File: src/rtl/mips_pkg.sv
// Shared MIPS definitions: fetch FSM states, opcode constants, PC step and branch offset helper.
// Latency: none (types and constants only).
// Backpressure: not applicable.
package mips_pkg;

  typedef enum logic [1:0] {
    S_IDLE  = 2'd0,
    S_FETCH = 2'd1,
    S_EXEC  = 2'd2
  } fetch_state_t;

  localparam logic [5:0] OP_RTYPE = 6'b000000;
  localparam logic [5:0] OP_LW    = 6'b100011;
  localparam logic [5:0] OP_SW    = 6'b101011;
  localparam logic [5:0] OP_BEQ   = 6'b000100;
  localparam logic [5:0] OP_BNE   = 6'b000101;
  localparam logic [5:0] OP_J     = 6'b000010;

  localparam logic [31:0] PC_STEP = 32'd4;

  // Sign-extended word offset of a branch immediate, expressed in bytes.
  function automatic logic [31:0] branch_offset(input logic [15:0] imm);
    return {{14{imm[15]}}, imm, 2'b00};
  endfunction

endpackage

File: src/rtl/next_pc_sel.sv
// Next-PC selection: jump, then taken branch, then sequential pc+4.
// Latency: purely combinational.
// Backpressure: none; the value is sampled by the fetch unit on exec_done.
module next_pc_sel
  import mips_pkg::*;
(
  input  logic [31:0] pc_plus4,
  input  logic [31:0] instr,
  input  logic        branch,
  input  logic        xor_bne,
  input  logic        jump,
  input  logic        alu_zero,
  output logic [31:0] next_pc
);

  logic take_branch;

  // xor_bne flips the zero test so BEQ and BNE share one comparator.
  assign take_branch = branch & (alu_zero ^ xor_bne);

  // Jump outranks branch because the decoder raises branch alongside jump on J.
  always_comb begin
    next_pc = pc_plus4;
    if (jump) begin
      next_pc = {pc_plus4[31:28], instr[25:0], 2'b00};
    end else if (take_branch) begin
      next_pc = pc_plus4 + branch_offset(instr[15:0]);
    end
  end

endmodule

File: src/rtl/instr_fetch_unit.sv
// Fetch stage: holds PC, fetches one instruction, holds it until the datapath reports completion.
// Latency: >=2 cycles per instruction (fetch with same-cycle rvalid, then exec with exec_done).
// Backpressure: waits in fetch for imem_rvalid and in exec for exec_done; strays in other states ignored.
module instr_fetch_unit
  import mips_pkg::*;
#(
  parameter logic [31:0] RESET_PC = 32'h0000_0000,
  parameter int unsigned CNT_W    = 32
) (
  input  logic             clk,
  input  logic             rst_n,
  output logic             imem_req,
  output logic [31:0]      imem_addr,
  input  logic             imem_rvalid,
  input  logic [31:0]      imem_rdata,
  input  logic             branch,
  input  logic             xor_bne,
  input  logic             jump,
  input  logic             alu_zero,
  input  logic             exec_done,
  output logic [31:0]      instr,
  output logic [5:0]       opcode,
  output logic             instr_valid,
  output logic [31:0]      pc,
  output logic [31:0]      pc_plus4,
  output logic [CNT_W-1:0] retired_cnt
);

  // Low address bits are forced clear so pc stays word aligned whatever the parameter says.
  localparam logic [31:0] RESET_PC_ALIGNED = {RESET_PC[31:2], 2'b00};

  fetch_state_t     state_q, state_d;
  logic [31:0]      pc_q, pc_d;
  logic [31:0]      instr_q, instr_d;
  logic [CNT_W-1:0] cnt_q, cnt_d;
  logic [31:0]      next_pc;

  assign pc_plus4 = pc_q + PC_STEP;

  next_pc_sel u_next_pc_sel (
    .pc_plus4 (pc_plus4),
    .instr    (instr_q),
    .branch   (branch),
    .xor_bne  (xor_bne),
    .jump     (jump),
    .alu_zero (alu_zero),
    .next_pc  (next_pc)
  );

  // Next-state logic: capture on rvalid in fetch, advance PC and count on exec_done in exec.
  always_comb begin
    state_d = state_q;
    pc_d    = pc_q;
    instr_d = instr_q;
    cnt_d   = cnt_q;
    unique case (state_q)
      S_IDLE: begin
        state_d = S_FETCH;
      end
      S_FETCH: begin
        if (imem_rvalid) begin
          instr_d = imem_rdata;
          state_d = S_EXEC;
        end
      end
      S_EXEC: begin
        if (exec_done) begin
          pc_d    = next_pc;
          cnt_d   = cnt_q + CNT_W'(1);
          state_d = S_FETCH;
        end
      end
      default: begin
        state_d = S_IDLE;
      end
    endcase
  end

  // State registers; reset discards any in-flight fetch or execution.
  always_ff @(posedge clk or negedge rst_n) begin
    if (!rst_n) begin
      state_q <= S_IDLE;
      pc_q    <= RESET_PC_ALIGNED;
      instr_q <= '0;
      cnt_q   <= '0;
    end else begin
      state_q <= state_d;
      pc_q    <= pc_d;
      instr_q <= instr_d;
      cnt_q   <= cnt_d;
    end
  end

  assign imem_req    = (state_q == S_FETCH);
  assign imem_addr   = pc_q;
  assign instr_valid = (state_q == S_EXEC);
  assign instr       = instr_q;
  assign opcode      = instr_q[31:26];
  assign pc          = pc_q;
  assign retired_cnt = cnt_q;

endmodule

File: config.mk
export PLATFORM = sky130hd
export DESIGN_NAME = instr_fetch_unit
export DESIGN_NICKNAME = d
export VERILOG_FILES = /design/src/rtl/mips_pkg.sv /design/src/rtl/next_pc_sel.sv /design/src/rtl/instr_fetch_unit.sv
export SDC_FILE = /design/constraint.sdc
export NUM_CORES = 1
export LEC_CHECK = 0
export ABC_AREA = 1
export CORE_UTILIZATION = 50
export DETAILED_ROUTE_END_ITERATION = 8
export GPL_TIMING_DRIVEN = 0
export PLACE_DENSITY = 0.81
export SLEW_MARGIN = 5
export SYNTH_ARGS = -nofsm -noshare
export SYNTH_HDL_FRONTEND = slang
export SYNTH_HIERARCHICAL = 1
export SYNTH_SLANG_ARGS = --single-unit
export TNS_END_PERCENT = 10
File: constraint.sdc
create_clock -name clk -period 6.4 [get_ports clk]
set_input_delay 1.28 -clock clk [delete_from_list [all_inputs] [get_ports clk]]
set_output_delay 1.28 -clock clk [all_outputs]
set_load 0.005 [all_outputs]
[After elaboration in Yosys (flattened, before gate mapping)]
Cells that the tools add are included.
Storage, ports and cells
  bits in registers: 98
  input bits: 40
  output and inout port bits: 168
  logic and storage cells: 22
Cells by class
  $add $sub $neg: 3
  equality and inequality tests: 4
  muxes and demuxes: 5
  bitwise logic cells: 2
  reductions and logical operators: 4
Operators by type and width (number)
  2-to-1 mux 32 bit: 2
  adder 32 x 1 -> 32 bit, second input constant: 1
  adder 32 x 3 -> 32 bit, second input constant: 1
  adder 32 bit: 1
  case mux 2 bit (3 select lines): 1
  AND reduction 2 bit: 3
  2-to-1 mux 2 bit: 2
  == test 2 x 1 -> 1 bit, second input constant: 1
  == test 2 bit, second input constant: 1
  zero test 2 bit: 1
  != test 2 x 1 -> 1 bit, second input constant: 1
  != test 2 bit, second input constant: 1
  bitwise AND 1 bit: 1
  bitwise XOR 1 bit: 1

[Logic depth before layout (Yosys ltp)]
  word-level depth: 4
  depth in mapped cells: 23
  mapped depth without buffers: 23

[Cells and area by module]
The synthesis kept the hierarchy.
Modules (own cells, without submodules)
  instr_fetch_unit: times used 1, cells an instance 633, area an instance 5372.7 sq um, sequential area each 2452.4 sq um
  next_pc_sel: times used 1, cells an instance 556, area an instance 2758.9 sq um, sequential area each 0.0 sq um

[Worst setup path after synthesis]
No wires, ideal clock.
  path type: reg-to-reg
  start: reg pc_q[3], in the netlist imem_addr[3]
  end: reg pc_q[25], in the netlist imem_addr[25]
  arrival: 2.653 ns
  path slack: 3.617 ns
  cell stages (with the launch flop): 21
  buffers on the path: 0
  clock period less this slack: 2.783 ns
  path through: dfrtp_1 > ha_1 > nand3_2 > nor3_4 > nand2_2 > nor2_2 > xor2_1 > ha_1 > nand2_1 > inv_1 > nand2_1 > nand2_1 > o21bai_2 > nand2_1 > nand3_1 > nand2_1 > nand3_1 > nand2_1 > nand2_1 > nand2_1 > o21ai_0
Between the ends
  word-level cells in the longest chain between the ends: 4
RTL lines
  start, declared: RTL line instr_fetch_unit.sv:33  | logic [31:0] pc_q, pc_d;
  start signal, assigned: RTL line instr_fetch_unit.sv:88  | pc_q <= pc_d;
  adder 32 x 3 -> 32 bit: RTL line instr_fetch_unit.sv:38  | assign pc_plus4 = pc_q + PC_STEP;
  named net pc_plus4[16]: RTL line instr_fetch_unit.sv:25  | output logic [31:0] pc_plus4,
  adder 32 bit: RTL line next_pc_sel.sv:27  | next_pc = pc_plus4 + branch_offset(instr[15:0]);
  2-to-1 mux 32 bit: RTL line next_pc_sel.sv:26  | end else if (take_branch) begin
  2-to-1 mux 32 bit: RTL line next_pc_sel.sv:24  | if (jump) begin
  named net next_pc[25]: RTL line instr_fetch_unit.sv:36  | logic [31:0] next_pc;
The timed path passes the listed nets, and every way through them passes these cells.
A chain may end at the register's enable or synchronous reset.

[Worst setup path after layout]
  start: reg pc_q[3], in the netlist imem_addr[3]
  end: out pc_plus4[16]
Between the ends
  word-level cells in the longest chain between the ends: 1
RTL lines (RTL line)
  adder 32 x 3 -> 32 bit: instr_fetch_unit.sv:38
  end, declared: instr_fetch_unit.sv:25
No other way between the ends.

==> results by group <==
Logic synthesis
  • Yosys cell types: 45
  • Cells after Synth: 1189
  • Mapped Area: 8130 um2
  • FF+latch count, synth: 98
  • Register area share after synthesis: 30.2%
  • Average size of a mapped cell: 6.84 um2
  • Ys Warns: 6
  • EDFF count, synth: 0
  • Synth Net Count: 1261
  • Async SR Flop Fraction: 100%
  • Ys flop type: dfrtp_1

Route
  • Routed met2 length: 13000 um
  • 1st-iter DRT viols: 686
  • Final wirelength: 27100 um
  • Antenna viol nets, final: 0
  • Top Layer Used: met4
  • Residual DRC: 0
  • First-pass DRT Iterations: 5
  • Post-DR vias/cell: 5.24
  • Metal3 WL: 2070 um
  • Wire length per cell: 16.6 um
  • Wl on met1: 11400 um
  • Total number of vias: 8529

Clocking
  • Post-CTS Resized: 0
  • Clk slew on worst S/H paths: 70 ps
  • CTS max path bufs: 2
  • Hold buffers post-CTS: 0
  • CTS Root Cell: clkbuf_16
  • Total CTS buffers: 9
  • Clk_lat worst skew: 360 ps
  • Post-CTS Setup Bufs: 0
  • # H-tree levels: 3
  • CTS tree: yes
  • CTS sink cnt: 98

Die
  • Boundary pin count: 208
  • DIE AREA: 16800 um2
  • Initial core utilization: 51.2%
  • Core Area: 15900 um2
  • Die Y: 130 um
  • Die W: 130 um
  • Placement Rows: 46

Hold path
  • Hold Path Class: reg -> reg
  • Hold Path Depth: 1
  • Sink of the worst hold path: retired_cnt[3]$_DFFE_PN0P_
  • Hold path start: retired_cnt[3]$_DFFE_PN0P_

Critical path
  • Startpoint types: flip-flop
  • CP arrival: 2740 ps
  • Reg2reg start: imem_addr[7]$_DFFE_PN0P_
  • Reg2Reg Depth: 18
  • Reg-to-Reg End: imem_addr[21]$_DFFE_PN0P_
  • Setup slack, reg-to-reg: 2780 ps
  • Max FO, Critical Path: 5
  • Critical path type: reg -> out
  • Worst path required time: 5120 ps
  • Nature of the critical path endpoint: output port

Timing
  • Worst-margin pin slew: 719 ps
  • Tmin final: 4020 ps
  • Fmax: 0.249 GHz
  • Hold Vio Cnt, Final: 0
  • Clock skew: 12.7 ps
  • RSZ-0062 raised after global routing: false
  • Slew headroom: 52.0%
  • Setup violators final: 0
  • Final Max Tran Viols: 0
  • Tcrit/Tclk final: 62.8%
  • Fin Setup TNS: 0 ps

Pwr
  • Pwr Density: 497 nW/um2
  • Peak supply drop: 0.255 mV
  • Static leakage: 5.28 nW
  • Final Power: 5.38 mW

Final layout
  • Layout net count: 1479
  • Most frequent cells in the layout: 419 x nand2_1, 205 x clkdlybuf4s50_1, 133 x inv_1, 103 x nor2_1, 98 x dfrtp_1
  • Layout cells sized above 1: 11.7%
  • Most common cell after layout, fill and taps aside: nand2_1
  • Ant diodes: 0
  • Fillcell total: 1418
  • Layout area overhead: 32.9%

Global route
  • Grt ovf: 0
  • GR Util All Layers: 33.2%
  • Initial antenna violation count: 0
  • Number of global-route vias before repair: 8030
  • First-pass GRT wire length: 42200 um
  • Pin count of the biggest net entering global routing: 62

Place
  • Routability cong.: 0.958
  • Port bufs: 206
  • DP Wirelength: 21900 um

Run status
  • Status: complete, no violations

Job
  • Max_cap viols: 0
-- cell families (layout without fill, tap and decap cells) --
kind of cell	after synthesis	after routing	share of synthesized area, %
simple gates	680	680	36.9
buf+inv	200	423	11.5
compound gates	104	104	7.37
flops	98	98	30.2
xor+xnor	43	43	4.63
fa+ha+maj	32	32	5.02
mux	32	32	4.43
-- how the worst max path moves through the flow --
stage                                   from                         to  slack, ps
floorplan           imem_addr[3]$_DFFE_PN0P_  imem_addr[25]$_DFFE_PN0P_       3620
global placement                       rst_n      instr[15]$_DFFE_PN0P_        310
detailed placement  imem_addr[3]$_DFFE_PN0P_               pc_plus4[18]       2780
CTS                 imem_addr[3]$_DFFE_PN0P_               pc_plus4[18]       2380
global route        imem_addr[3]$_DFFE_PN0P_               pc_plus4[18]       2210
finish              imem_addr[3]$_DFFE_PN0P_               pc_plus4[16]       2380
-- metrics by stage --
step / setup slack, ps / hold slack (ps) / utilization, % / instance area, um2 / std cells
floorplan: 3620 / 493 / - / 8130 / 1189
global placement: 314 / 499 / 65.9 / 10500 / 1611
detailed placement: 2780 / 504 / 66.0 / 10500 / 1612
CTS: 2380 / 520 / 68.1 / 10800 / 1628
global route: 2210 / 550 / 68.1 / 10800 / 1628
finish: 2380 / 521 / 68.1 / 10800 / 1628
-- power breakdown --
group / switching [mW] / internal [mW] / total (mW)
Sequential: 0.335 / 0.824 / 1.16
Combinational: 1.93 / 1.70 / 3.63
Clock: 0.267 / 0.322 / 0.589
Total: 2.54 / 2.84 / 5.38
-- cell type report --
class	count	area [um2]	share of cell area (%)
multi-input cells	891	4740	43.9
inverters	141	529	4.90
clock inverters	6	82.6	0.764
repair buffers	207	2090	19.3
well taps	216	270	2.50
plain buffers	59	405	3.75
clock buffers	10	239	2.21
flip-flops and latches	98	2450	22.7
-- synthesized netlist by cell type (all sizes together) (2+ instances only) --
cell | instances | area [um2]
dfrtp | 98 | 2450
buf | 50 | 372
o21bai | 6 | 48.8
xor2 | 23 | 201
nand2 | 433 | 1660
nand3b | 12 | 90.1
clkbuf | 9 | 33.8
inv | 139 | 522
mux2 | 32 | 360
o21ai | 51 | 255
ha | 31 | 388
clkinv | 2 | 7.51
or2 | 4 | 25.0
a21o | 3 | 22.5
a21oi | 27 | 146
o21a | 14 | 105
nand3 | 76 | 438
xnor2 | 20 | 175
nor2 | 123 | 546
nor3 | 16 | 133
nand4 | 11 | 75.1
and2 | 4 | 27.5
-- state kept, by name (all words and copies together), names as in the netlist --
register / count
imem_addr: 32
instr: 32
retired_cnt: 32
state_q: 2
-- critical path: stages (launching register included) --
cell and delay (ps):
dfrtp_1 420, ha_1 300, nand3_2 180, nor3_4 310, nand2_2 110, nor2_2 110
xor2_1 360, clkdlybuf4s50_1 580
-- metal layers --
metal  global-route usage (%)  vias to the layer above
li1                         -                     4151
met5                        0                        -
met2                     56.7                      348
met4                     10.4                        0
met1                     42.6                     3990
met3                     6.15                       40
(Power assumes the default switching activity.)
